**src/rtl/vga_note_pkg.sv**
```systemverilog
// Shared timing defaults, colour types and helpers for the note-overlay VGA display.
package vga_note_pkg;

    // Default 640x480@60 timing (25 MHz pixel clock from 50 MHz).
    localparam int DEF_NUM_NOTES   = 18;
    localparam int DEF_CLK_DIV     = 2;
    localparam int DEF_H_ACTIVE    = 640;
    localparam int DEF_H_FP        = 16;
    localparam int DEF_H_SYNC      = 96;
    localparam int DEF_H_BP        = 48;
    localparam int DEF_V_ACTIVE    = 480;
    localparam int DEF_V_FP        = 10;
    localparam int DEF_V_SYNC      = 2;
    localparam int DEF_V_BP        = 33;
    localparam int DEF_KEY_X0      = 8;
    localparam int DEF_KEY_Y0      = 400;
    localparam int DEF_KEY_W       = 32;
    localparam int DEF_KEY_GAP     = 3;
    localparam int DEF_KEY_H       = 64;
    localparam int DEF_FADE_FRAMES = 4;

    // Derived defaults: a line/frame is sync, back porch, active, front porch.
    localparam int DEF_H_TOTAL     = DEF_H_SYNC + DEF_H_BP + DEF_H_ACTIVE + DEF_H_FP;
    localparam int DEF_V_TOTAL     = DEF_V_SYNC + DEF_V_BP + DEF_V_ACTIVE + DEF_V_FP;
    localparam int DEF_H_ACT_START = DEF_H_SYNC + DEF_H_BP;
    localparam int DEF_V_ACT_START = DEF_V_SYNC + DEF_V_BP;

    typedef struct packed {
        logic [3:0] r;
        logic [3:0] g;
        logic [3:0] b;
    } rgb_t;

    localparam logic [3:0] GREY_LVL  = 4'h4;
    localparam rgb_t       RGB_BLACK = '{r: 4'h0, g: 4'h0, b: 4'h0};
    localparam rgb_t       RGB_GREY  = '{r: GREY_LVL, g: GREY_LVL, b: GREY_LVL};

    // Counter width that stays legal (>= 1 bit) for degenerate sizes.
    function automatic int clog2_min1(input int v);
        return (v > 1) ? $clog2(v) : 1;
    endfunction

endpackage

```
**src/rtl/vga_timing_gen.sv**
```systemverilog
// Raster counters and combinational sync/active/frame-start decode; advances on pe only.
module vga_timing_gen
    import vga_note_pkg::*;
#(
    parameter int   H_ACTIVE    = DEF_H_ACTIVE,
    parameter int   H_FP        = DEF_H_FP,
    parameter int   H_SYNC      = DEF_H_SYNC,
    parameter int   H_BP        = DEF_H_BP,
    parameter int   V_ACTIVE    = DEF_V_ACTIVE,
    parameter int   V_FP        = DEF_V_FP,
    parameter int   V_SYNC      = DEF_V_SYNC,
    parameter int   V_BP        = DEF_V_BP,
    parameter logic SYNC_ACTIVE = 1'b1,
    parameter int   HW          = $clog2(H_SYNC + H_BP + H_ACTIVE + H_FP),
    parameter int   VW          = $clog2(V_SYNC + V_BP + V_ACTIVE + V_FP)
) (
    input  logic          clk,
    input  logic          reset,
    input  logic          pe_i,
    output logic [HW-1:0] x_o,
    output logic [VW-1:0] y_o,
    output logic          hsync_o,
    output logic          vsync_o,
    output logic          active_o,
    output logic          frame_start_o
);

    localparam int H_TOTAL     = H_SYNC + H_BP + H_ACTIVE + H_FP;
    localparam int V_TOTAL     = V_SYNC + V_BP + V_ACTIVE + V_FP;
    localparam int H_ACT_START = H_SYNC + H_BP;
    localparam int V_ACT_START = V_SYNC + V_BP;
    localparam int H_ACT_END   = H_ACT_START + H_ACTIVE;
    localparam int V_ACT_END   = V_ACT_START + V_ACTIVE;

    logic [HW-1:0] x_q, x_d;
    logic [VW-1:0] y_q, y_d;

    // Next raster position: x wraps at H_TOTAL-1, y steps on x wrap and wraps at V_TOTAL-1.
    always_comb begin
        x_d = x_q;
        y_d = y_q;
        if (pe_i) begin
            if (x_q == HW'(H_TOTAL - 1)) begin
                x_d = '0;
                if (y_q == VW'(V_TOTAL - 1)) y_d = '0;
                else                         y_d = y_q + VW'(1);
            end else begin
                x_d = x_q + HW'(1);
            end
        end
    end

    // Raster position registers.
    always_ff @(posedge clk) begin
        if (reset) begin
            x_q <= '0;
            y_q <= '0;
        end else begin
            x_q <= x_d;
            y_q <= y_d;
        end
    end

    assign x_o           = x_q;
    assign y_o           = y_q;
    assign hsync_o       = (int'(x_q) < H_SYNC) ? SYNC_ACTIVE : ~SYNC_ACTIVE;
    assign vsync_o       = (int'(y_q) < V_SYNC) ? SYNC_ACTIVE : ~SYNC_ACTIVE;
    assign active_o      = (int'(x_q) >= H_ACT_START) && (int'(x_q) < H_ACT_END) &&
                           (int'(y_q) >= V_ACT_START) && (int'(y_q) < V_ACT_END);
    assign frame_start_o = pe_i && (x_q == '0) && (y_q == '0);

endmodule

```
**src/rtl/vga_note_display.sv**
```systemverilog
// VGA raster with a row of per-note key boxes: held notes show full red, released ones fade.
module vga_note_display
    import vga_note_pkg::*;
#(
    parameter int   NUM_NOTES   = DEF_NUM_NOTES,
    parameter int   CLK_DIV     = DEF_CLK_DIV,
    parameter int   H_ACTIVE    = DEF_H_ACTIVE,
    parameter int   H_FP        = DEF_H_FP,
    parameter int   H_SYNC      = DEF_H_SYNC,
    parameter int   H_BP        = DEF_H_BP,
    parameter int   V_ACTIVE    = DEF_V_ACTIVE,
    parameter int   V_FP        = DEF_V_FP,
    parameter int   V_SYNC      = DEF_V_SYNC,
    parameter int   V_BP        = DEF_V_BP,
    parameter logic SYNC_ACTIVE = 1'b1,
    parameter int   KEY_X0      = DEF_KEY_X0,
    parameter int   KEY_Y0      = DEF_KEY_Y0,
    parameter int   KEY_W       = DEF_KEY_W,
    parameter int   KEY_GAP     = DEF_KEY_GAP,
    parameter int   KEY_H       = DEF_KEY_H,
    parameter int   FADE_FRAMES = DEF_FADE_FRAMES
) (
    input  logic                 clk,
    input  logic                 reset,
    input  logic [NUM_NOTES-1:0] note,
    output logic                 o_hsync,
    output logic                 o_vsync,
    output logic [3:0]           o_red,
    output logic [3:0]           o_green,
    output logic [3:0]           o_blue,
    output logic                 o_active,
    output logic                 o_frame_start
);

    localparam int H_TOTAL     = H_SYNC + H_BP + H_ACTIVE + H_FP;
    localparam int V_TOTAL     = V_SYNC + V_BP + V_ACTIVE + V_FP;
    localparam int H_ACT_START = H_SYNC + H_BP;
    localparam int V_ACT_START = V_SYNC + V_BP;
    localparam int HW          = $clog2(H_TOTAL);
    localparam int VW          = $clog2(V_TOTAL);
    localparam int DIVW        = clog2_min1(CLK_DIV);
    localparam int KIW         = clog2_min1(NUM_NOTES);
    localparam int PITCH       = KEY_W + KEY_GAP;
    localparam int KOW         = clog2_min1(PITCH);
    localparam int FCW         = clog2_min1(FADE_FRAMES);
    // Tracker is armed on the pixel just left of key 0 so its state lines up with x.
    localparam int KEY_TRIG    = H_ACT_START + KEY_X0 - 1;
    localparam int ROW_TOP     = V_ACT_START + KEY_Y0;
    localparam int ROW_BOT     = V_ACT_START + KEY_Y0 + KEY_H;

    if (KEY_X0 + NUM_NOTES * (KEY_W + KEY_GAP) - KEY_GAP > H_ACTIVE) begin : g_bad_key_x
        $error("vga_note_display: key row does not fit in H_ACTIVE");
    end
    if (KEY_Y0 + KEY_H > V_ACTIVE) begin : g_bad_key_y
        $error("vga_note_display: key row does not fit in V_ACTIVE");
    end

    logic [DIVW-1:0] div_q, div_d;
    logic            pe;
    logic [HW-1:0]   x;
    logic [VW-1:0]   y;
    logic            hsync, vsync, active, frame_start;

    logic [NUM_NOTES-1:0]          note_q;
    logic                          upd_q;
    logic [NUM_NOTES-1:0][3:0]     lvl_q, lvl_d;
    logic [NUM_NOTES-1:0][FCW-1:0] fcnt_q, fcnt_d;

    logic            run_q, run_d;
    logic [KIW-1:0]  kidx_q, kidx_d;
    logic [KOW-1:0]  koff_q, koff_d;
    logic            row_hit, key_hit;
    logic [3:0]      lvl_sel;

    rgb_t            pix_d, pix_q;
    logic            hsync_q, vsync_q, active_q;

    // Pixel-enable divider: pe on the last clk of each CLK_DIV group.
    always_comb begin
        div_d = (div_q == DIVW'(CLK_DIV - 1)) ? '0 : div_q + DIVW'(1);
    end

    // Divider register.
    always_ff @(posedge clk) begin
        if (reset) div_q <= '0;
        else       div_q <= div_d;
    end

    assign pe = (div_q == DIVW'(CLK_DIV - 1));

    vga_timing_gen #(
        .H_ACTIVE    (H_ACTIVE),
        .H_FP        (H_FP),
        .H_SYNC      (H_SYNC),
        .H_BP        (H_BP),
        .V_ACTIVE    (V_ACTIVE),
        .V_FP        (V_FP),
        .V_SYNC      (V_SYNC),
        .V_BP        (V_BP),
        .SYNC_ACTIVE (SYNC_ACTIVE),
        .HW          (HW),
        .VW          (VW)
    ) u_timing (
        .clk           (clk),
        .reset         (reset),
        .pe_i          (pe),
        .x_o           (x),
        .y_o           (y),
        .hsync_o       (hsync),
        .vsync_o       (vsync),
        .active_o      (active),
        .frame_start_o (frame_start)
    );

    // Latch the note vector once per frame; levels follow one clk later from the latched copy.
    always_ff @(posedge clk) begin
        if (reset) begin
            note_q <= '0;
            upd_q  <= 1'b0;
        end else begin
            if (frame_start) note_q <= note;
            upd_q <= frame_start;
        end
    end

    // Per-key fade: held -> full, released -> step down every FADE_FRAMES frames, stop at 0.
    always_comb begin
        lvl_d  = lvl_q;
        fcnt_d = fcnt_q;
        if (upd_q) begin
            for (int i = 0; i < NUM_NOTES; i++) begin
                if (note_q[i]) begin
                    lvl_d[i]  = 4'hF;
                    fcnt_d[i] = '0;
                end else if (lvl_q[i] != 4'h0) begin
                    if (fcnt_q[i] == FCW'(FADE_FRAMES - 1)) begin
                        lvl_d[i]  = lvl_q[i] - 4'd1;
                        fcnt_d[i] = '0;
                    end else begin
                        fcnt_d[i] = fcnt_q[i] + FCW'(1);
                    end
                end
            end
        end
    end

    // Fade level and frame counter registers.
    always_ff @(posedge clk) begin
        if (reset) begin
            lvl_q  <= '0;
            fcnt_q <= '0;
        end else begin
            lvl_q  <= lvl_d;
            fcnt_q <= fcnt_d;
        end
    end

    // Key tracker: walks key index/offset along the line so no divide by PITCH is needed.
    always_comb begin
        run_d  = run_q;
        kidx_d = kidx_q;
        koff_d = koff_q;
        if (pe) begin
            if (x == HW'(KEY_TRIG)) begin
                run_d  = 1'b1;
                kidx_d = '0;
                koff_d = '0;
            end else if (run_q) begin
                if (kidx_q == KIW'(NUM_NOTES - 1) && koff_q == KOW'(KEY_W - 1)) begin
                    run_d = 1'b0;
                end else if (koff_q == KOW'(PITCH - 1)) begin
                    koff_d = '0;
                    kidx_d = kidx_q + KIW'(1);
                end else begin
                    koff_d = koff_q + KOW'(1);
                end
            end
        end
    end

    // Key tracker registers.
    always_ff @(posedge clk) begin
        if (reset) begin
            run_q  <= 1'b0;
            kidx_q <= '0;
            koff_q <= '0;
        end else begin
            run_q  <= run_d;
            kidx_q <= kidx_d;
            koff_q <= koff_d;
        end
    end

    assign row_hit = (int'(y) >= ROW_TOP) && (int'(y) < ROW_BOT);
    assign key_hit = run_q && (int'(koff_q) < KEY_W) && row_hit;
    assign lvl_sel = lvl_q[kidx_q];

    // Pixel colour: blank outside active, red by level on a lit key, grey on a dark key.
    always_comb begin
        pix_d = RGB_BLACK;
        if (active && key_hit) begin
            if (lvl_sel != 4'h0) begin
                pix_d.r = lvl_sel;
            end else begin
                pix_d = RGB_GREY;
            end
        end
    end

    // Output register: syncs, active and colour share one pe of latency.
    always_ff @(posedge clk) begin
        if (reset) begin
            hsync_q  <= ~SYNC_ACTIVE;
            vsync_q  <= ~SYNC_ACTIVE;
            active_q <= 1'b0;
            pix_q    <= RGB_BLACK;
        end else if (pe) begin
            hsync_q  <= hsync;
            vsync_q  <= vsync;
            active_q <= active;
            pix_q    <= pix_d;
        end
    end

    assign o_hsync       = hsync_q;
    assign o_vsync       = vsync_q;
    assign o_active      = active_q;
    assign o_red         = pix_q.r;
    assign o_green       = pix_q.g;
    assign o_blue        = pix_q.b;
    assign o_frame_start = frame_start;

endmodule

```
**config.mk**
```make
export PLATFORM = sky130hd
export DESIGN_NAME = vga_note_display
export DESIGN_NICKNAME = d
export VERILOG_FILES = /design/src/rtl/vga_note_pkg.sv /design/src/rtl/vga_timing_gen.sv /design/src/rtl/vga_note_display.sv
export SDC_FILE = /design/constraint.sdc
export NUM_CORES = 1
export LEC_CHECK = 0
export ABC_AREA = 0
export CAP_MARGIN = 20
export CELL_PAD_IN_SITES_DETAIL_PLACEMENT = 1
export CELL_PAD_IN_SITES_GLOBAL_PLACEMENT = 1
export CORE_ASPECT_RATIO = 2
export CORE_MARGIN = 1.5
export CORE_UTILIZATION = 40
export CTS_BUF_LIST = sky130_fd_sc_hd__clkbuf_16
export CTS_CLUSTER_DIAMETER = 200
export DETAILED_ROUTE_END_ITERATION = 8
export GPL_ROUTABILITY_DRIVEN = 1
export GPL_TIMING_DRIVEN = 0
export PLACE_DENSITY = 0.74
export SYNTH_ARGS = -nofsm -noshare
export SYNTH_HDL_FRONTEND = slang
export SYNTH_SLANG_ARGS = --single-unit
```
**constraint.sdc**
```tcl
create_clock -name clk -period 2.8 [get_ports clk]
set_input_delay 0.28 -clock clk [delete_from_list [all_inputs] [get_ports clk]]
set_output_delay 0.28 -clock clk [all_outputs]
set_load 0.005 [all_outputs]
```
==> results of run 1 <==
[area by class of cell]
type,count,area [um^2]
Clock buffer,17,425
Clock inverter,15,146
Multi-Input combinational cell,762,5000
Timing Repair Buffer,40,363
Buffer,50,250
Inverter,75,285
Tap cell,273,342
Fill cell,2617,11400
Sequential cell,168,3360
[critical path, cell delays in order (launching register included)]
cell and delay, ns:
dfxtp_1 0.37, buf_2 0.31, buf_2 0.35, mux4_2 0.60, mux2i_1 0.16, nor2_1 0.06, a211oi_1 0.35, o31ai_1 0.14
a22o_1 0.22
[state kept, by name (all words and copies together), names as in the netlist, 4 cells and up]
| signal | flops |
|---|---|
| koff_q | 6 |
| note_q | 18 |
| o_red | 4 |
| lvl_q | 72 |
| u_timing.x_o | 10 |
| u_timing.y_o | 10 |
| fcnt_q | 36 |
| kidx_q | 5 |
[cells by family (layout without fill, tap and decap cells)]
family                     after synthesis  count (layout)  share of synthesized area
muxes                                   29              29                     0.0447
other                                    1               6                   0.000426
xor gates and xnor gates                25              25                     0.0249
DFF                                    168             168                      0.382
AOI/OAI and AO/OA                      219             219                      0.171
adders and majority gates               62              62                     0.0882
and+or+nand+nor                        421             421                      0.229
buffers and inverters                  125             197                     0.0594
[what timing repair did]
| action | 4_1_cts | 5_1_grt |
|---|---|---|
| setup endpoints to repair | 15 | 3 |
| gates resized for setup | 12 | 5 |
| endpoints found under the hold margin | 0 | 0 |
| pin swaps | 1 | 2 |
| buffers inserted | 1 | 1 |
[per-stage QoR]
step / power [W] / area, um^2 / util / TNS (ns)
2_1_floorplan: 0.00268 / 8820 / - / 0
3_3_place_gp: 0.00281 / 9440 / 0.437 / -2.68
3_5_place_dp: 0.00282 / 9500 / 0.440 / -2.74
4_1_cts: 0.00519 / 10100 / 0.469 / 0
5_1_grt: 0.00534 / 10200 / 0.471 / 0
6_report: 0.00514 / 10200 / 0.471 / 0
[where the power goes]
part	internal, W	switching (W)
Combinational	0.000110	0.000208
Sequential	0.00242	0.0000304
Clock	0.00137	0.000998
Total	0.00390	0.00124
[metal layers]
metal,vias to the layer above,global-route usage,wire [um]
li1,3865,-,-
met1,3930,0.233,9460
met2,116,0.471,14800
met3,65,0.0394,570
met4,0,0.123,1190
met5,-,0,0
[Yosys cell counts, types with 12 or more instances]
cell type / n / area share
nor4b_1: 12 / 0.012
a211oi_1: 15 / 0.013
ha_1: 62 / 0.088
nor3b_1: 18 / 0.015
a311oi_1: 35 / 0.035
nand3_1: 39 / 0.022
xor2_1: 17 / 0.017
clkbuf_1: 33 / 0.014
inv_1: 74 / 0.032
nand2_1: 73 / 0.031
nor3_1: 34 / 0.019
dfxtp_1: 168 / 0.38
o41ai_1: 19 / 0.019
nor4_1: 12 / 0.0085
a21oi_1: 79 / 0.045
mux2i_1: 19 / 0.022
nor2_1: 193 / 0.082
o21ai_0: 24 / 0.014
[worst min path at each step]
| stage | start | to | slack [ns] |
|---|---|---|---|
| 2_1_floorplan | note[0] | note_q[0]$_SDFFE_PP0P_ | 0.42 |
| 3_3_place_gp | o_active$_SDFFE_PP0P_ | o_active$_SDFFE_PP0P_ | 0.43 |
| 3_5_place_dp | o_active$_SDFFE_PP0P_ | o_active$_SDFFE_PP0P_ | 0.46 |
| 5_1_grt | note[5] | note_q[5]$_SDFFE_PP0P_ | 0.39 |
| 4_1_cts | note[11] | note_q[11]$_SDFFE_PP0P_ | 0.36 |
| 6_report | note[11] | note_q[11]$_SDFFE_PP0P_ | 0.38 |
==> flow_summary.rst, run 1 <==
.. list-table::
   :header-rows: 1

   * - Metric
     - Value
   * - Worst Path Required
     - 3.14 ns
   * - Worst max-slew margin expressed relative to the limit
     - 0.352
   * - First-pass GRT wire length
     - 41800 um
   * - Worst Hold Depth
     - 3
   * - Detail Route Antenna Nets
     - 0
   * - Crit Reg-Reg Startpoint
     - kidx_q[0]$_SDFFE_PP0P_
   * - Number of buffers inserted by hold repair at cts
     - 0
   * - CTS Buf Count
     - 17
   * - RSZ-0062 raised after global routing
     - no
   * - Register-to-register path setup slack
     - 0.13 ns
   * - Proportion of register bits with asynchronous set or reset after synthesis
     - 0
   * - R2r endpoint
     - o_red[2]$_SDFFE_PP0P_
   * - Number of iterations in the first detailed-routing pass
     - 4
   * - Final hold violation count
     - 0
   * - Setup violations, final
     - 0
   * - DR iter-0 viols
     - 329
   * - X dimension of the die
     - 108 um
   * - Starting density of the core
     - 0.408
   * - Number of antenna cells inserted
     - 0
   * - Register area share after synthesis
     - 0.382
   * - Final weighted congestion of routability-driven global placement
     - 0.852
   * - Critical Path AT
     - 3.01 ns
   * - Insertion delay to the later sink of the worst-skew pair
     - 0.45 ns
   * - Maximum fanout along the worst path
     - 10
   * - Most frequent standard cell in the layout excluding fill and tap cells
     - nor2_1
   * - Vias per cell
     - 5.70
   * - Syn_area_per_cell
     - 8.38 um^2
   * - Worst Skew
     - 0.00997 ns
   * - Fraction of final layout cells sized beyond drive strength 1
     - 0.0781
   * - Critical path type
     - reg2reg
   * - Global routing usage summed across all routing layers
     - 0.240
   * - Cell row count
     - 76
   * - Largest net degree at the start of global routing
     - 17
   * - Final worst setup slack
     - 0.131 ns
   * - Post-synth EDFFs
     - 0
   * - Synth warnings
     - 0
   * - Clock tree from TritonCTS
     - done
   * - Count of pins on the block boundary
     - 36
   * - Total die area
     - 22900 um^2
   * - Final Instance Count excl. Fillers
     - 1400
   * - Number of max-cap violations
     - 0
   * - Synthesis-stage register bit count
     - 168
   * - Run status
     - finished, final reports clean
   * - Vert. Die Dim
     - 213 um
   * - Vias
     - 7976
   * - Maximum operating frequency
     - 375 MHz
   * - Remaining global-route overflow
     - 0
   * - Drc violations
     - 0
   * - H-tree level count
     - 4
   * - Commonest register cell after synthesis
     - dfxtp_1
   * - Pleak
     - 3.66 nW
   * - Core footprint
     - 21600 um^2
   * - Last element of the critical path
     - o_red[2]$_SDFFE_PP0P_
   * - Final-stage net count
     - 1196
   * - Worst hold path type
     - in2reg
   * - Setup crit start kind
     - register
   * - Crit path launch
     - kidx_q[0]$_SDFFE_PP0P_
   * - Antenna violations before repair
     - 0
   * - Most frequent cells in the layout
     - nor2_1 (193), dfxtp_1 (168), a21oi_1 (79), inv_1 (78), nand2_1 (71)
   * - Total detailed-routing wirelength
     - 26000 um
   * - Clock sink count
     - 168
   * - Total standard cell area after synthesis
     - 8800 um^2
   * - Worst reg-to-reg path cell count
     - 8
   * - Post-Place Cells
     - 1363
   * - Slew of the pin with the lowest slew margin
     - 0.960 ns
   * - Half-perimeter wire length after placement
     - 19400 um
   * - CP Capture Type
     - register
   * - Layout overhead on the synthesized area
     - 15.6%
   * - Minimum hold slack
     - 0.377 ns
   * - Number of max-slew violations in the final report
     - 0
   * - Clock slew at the register clock pins of the worst setup and hold paths
     - 0.07 ns
   * - Power Density
     - 505 nW/um^2
   * - IR Drop Worst-Case VDD
     - 0.000348 V
   * - Share of the clock period used by the worst path
     - 0.953
   * - Vias in the first global route
     - 8205
   * - Buffer type at the clock tree root
     - clkbuf_16
   * - Post-placement worst setup slack
     - -0.262 ns
   * - Cells after synthesis
     - 1050
   * - Maximum number of buffers from clock root to sink
     - 2
   * - I/O Buffers
     - 28
   * - WL per Instance
     - 18.6 um
   * - Final Critical Period
     - 2.67 ns
   * - Number of distinct library cells after synthesis
     - 60
Note: power is estimated with default switching activity, not from simulation.
==> run 2, diff against run 1 <==
CORE_MARGIN = unset   (was 1.5)
==> run 2 against run 1 <==
Compared with the run above:
- non-clock buffer count up 1
- count of clock-buffer cells in the layout stayed put
- first-iteration DRC count decreased by 14%
- largest power group unchanged
- critical endpoint is now o_frame_start
==> flow_summary.rst, run 2 (synthesis gave the netlist of run 1 again) <==
.. list-table::
   :header-rows: 1

   * - Metric
     - Value
   * - Setup violations, final
     - 0 (unchanged)
   * - CTS Buf Count
     - 17 (unchanged)
   * - Buffer type at the clock tree root
     - clkbuf_16
   * - FILL cells
     - 2572 (-1.7%)
   * - Vias
     - 8007 (+0.39%)
   * - Most utilized layer in the global route result
     - met2
   * - Clock sink count
     - 168 (unchanged)
   * - Placed inst area
     - 9490 um^2 (-0.11%)
   * - Final-stage net count
     - 1197 (+0.084%)
   * - Worst Skew
     - 0.00887 ns (-0.00109 ns)
   * - Most frequent standard cell in the layout excluding fill and tap cells
     - nor2_1
   * - Number of iterations in the first detailed-routing pass
     - 4 (unchanged)
   * - Top flop regs
     - lvl_q: 72 flops, fcnt_q: 36 flops, note_q: 18 flops
   * - M1 GR Usage
     - 0.233 (about the same)
   * - Number of buffers inserted by hold repair at cts
     - 0 (unchanged)
   * - Power Density
     - 482 nW/um^2 (-4.5%)
   * - I/O Buffers
     - 28 (unchanged)
   * - Post-Place Cells
     - 1362 (-0.073%)
   * - Layout overhead on the synthesized area
     - 14.8%
   * - WL per Instance
     - 18.4 um (-1.2%)
   * - Pleak
     - 3.61 nW (-1.5%)
   * - Remaining global-route overflow
     - 0 (unchanged)
   * - Largest net degree at the start of global routing
     - 17 (unchanged)
   * - Fraction of final layout cells sized beyond drive strength 1
     - 0.0789 (+0.000817)
   * - Met2 Track Usage GR
     - 0.469 (-0.00216)
   * - Number of max-cap violations
     - 0 (unchanged)
   * - Worst max-slew margin expressed relative to the limit
     - 0.389 (+0.0370)
   * - Register name with the most flops
     - lvl_q
   * - Clock slew at the register clock pins of the worst setup and hold paths
     - 0.07 ns (about the same)
   * - Count of pins on the block boundary
     - 36 (unchanged)
   * - Final hold violation count
     - 0 (unchanged)
   * - Setup crit start kind
     - register
   * - Cell row count
     - 76 (unchanged)
   * - Total detailed-routing wirelength
     - 25800 um (-1.1%)
   * - Run status
     - finished, final reports clean
   * - Slew of the pin with the lowest slew margin
     - 0.917 ns (-0.0430 ns)
   * - IR Drop Worst-Case VDD
     - 0.000313 V (-10%)
   * - Global routing usage summed across all routing layers
     - 0.243 (+0.00345)
   * - Maximum operating frequency
     - 367 MHz (-2.0%)
   * - Worst Path Required
     - 2.52 ns (-0.62 ns)
   * - Final Instance Count excl. Fillers
     - 1401 (+0.071%)
   * - X dimension of the die
     - 107 um (-0.93%)
   * - Most frequent cells in the layout
     - nor2_1 (193), dfxtp_1 (168), a21oi_1 (79), inv_1 (76), nand2_1 (71)
   * - Vias in the first global route
     - 8308 (+1.3%)
   * - Half-perimeter wire length after placement
     - 19200 um (-0.82%)
   * - First-pass GRT wire length
     - 41800 um (about the same)
   * - Fraction of met3 tracks used by global routing
     - 0.0403 (+0.000955)
   * - H-tree level count
     - 4 (unchanged)
   * - CP Capture Type
     - output pin
   * - Critical Path AT
     - 2.44 ns (-0.57 ns)
   * - Total die area
     - 22600 um^2 (-1.4%)
   * - Detail Route Antenna Nets
     - 0 (unchanged)
   * - Final standard cell area without fillers
     - 10100 um^2 (-0.68%)
   * - Starting density of the core
     - 0.408 (unchanged)
   * - Antenna violations before repair
     - 0 (unchanged)
   * - Post-placement worst setup slack
     - -0.186 ns (+0.0760 ns)
   * - Maximum number of buffers from clock root to sink
     - 2 (unchanged)
   * - Vias per cell
     - 5.72 (+0.32%)
   * - Final weighted congestion of routability-driven global placement
     - 0.835 (-1.9%)
   * - Vert. Die Dim
     - 212 um (-0.47%)
   * - Multi-input combinational cell area
     - 5000 um^2 (+0.13%)
   * - Post-route core utilization
     - 0.468 (-0.00319)
   * - Insertion delay to the later sink of the worst-skew pair
     - 0.45 ns (about the same)
   * - Maximum fanout along the worst path
     - 5 (-5)
   * - Number of antenna cells inserted
     - 0 (unchanged)
   * - Clock tree from TritonCTS
     - done
   * - Share of the clock period used by the worst path
     - 0.973 (+0.0195)
   * - Core footprint
     - 21600 um^2 (unchanged)
   * - Footprint of the flip-flops and latches
     - 3360 um^2 (unchanged)
   * - Max FFs per register
     - 72 (unchanged)
   * - Minimum hold slack
     - 0.377 ns (-0.0000630 ns)
   * - Critical path type
     - reg2out
   * - Number of max-slew violations in the final report
     - 0 (unchanged)
   * - Worst hold path type
     - in2reg
   * - Drc violations
     - 0 (unchanged)
   * - Final worst setup slack
     - 0.0768 ns (-0.0547 ns)
   * - Final Critical Period
     - 2.72 ns (+0.0547 ns)
   * - DR iter-0 viols
     - 282 (-14%)
-- run 2: repair_timing --
action                                  in CTS  in global routing
buffers inserted                             1                  2
pin swaps                                    1                  1
endpoints found under the setup margin      15                  3
gates resized for setup                     12                  5
gates cloned                                 0                  0
-- run 2: stage by stage --
stage          setup TNS (ns)  power (W)
3_3_place_gp            -2.56    0.00281
6_report                    0    0.00487
5_1_grt              -0.00329    0.00506
4_1_cts                     0    0.00492
2_1_floorplan               0    0.00268
3_5_place_dp            -1.69    0.00282
-- run 2: layout make-up --
| cell class | instances | share of cell area |
|---|---|---|
| well taps | 273 | 0.0338 |
| clock inverters | 15 | 0.00718 |
| plain buffers | 50 | 0.0246 |
| repair buffers | 41 | 0.0359 |
| multi-input cells | 762 | 0.495 |
| clock buffers | 17 | 0.0421 |
| flip-flops and latches | 168 | 0.333 |
| inverters | 75 | 0.0282 |
-- run 2: layer usage --
| layer | share of wire | vias to the layer above |
|---|---|---|
| li1 | - | 3869 |
| met1 | 0.37 | 3932 |
| met2 | 0.55 | 134 |
| met3 | 0.025 | 72 |
| met4 | 0.054 | 0 |
| met5 | 0 | - |
-- run 2: critical path, cell delays in order, from the launching register on --
cell and delay [ns]:
dfxtp_1 0.38, nor3_4 0.26, nor3b_4 0.26, nand2_2 0.18, nor4_4 0.36, clkdlybuf4s50_1 0.55
-- run 2: where the power goes --
group	switching, W	internal, W
clock network	0.00101	0.00110
logic	0.000208	0.000110
registers	0.0000301	0.00242
total	0.00125	0.00363
-- run 2: path summary, 6_finish.rpt --
path         slack, ns                    startpoint                      end  cells after the start
max               0.08  u_timing.y_o[6]$_SDFFE_PP0P_            o_frame_start                      5
max reg2reg       0.21        kidx_q[0]$_SDFFE_PP0P_    o_red[2]$_SDFFE_PP0P_                      8
min reg2reg       0.45         o_active$_SDFFE_PP0P_    o_active$_SDFFE_PP0P_                      2
min               0.38                      note[14]  note_q[14]$_SDFFE_PP0P_                      3
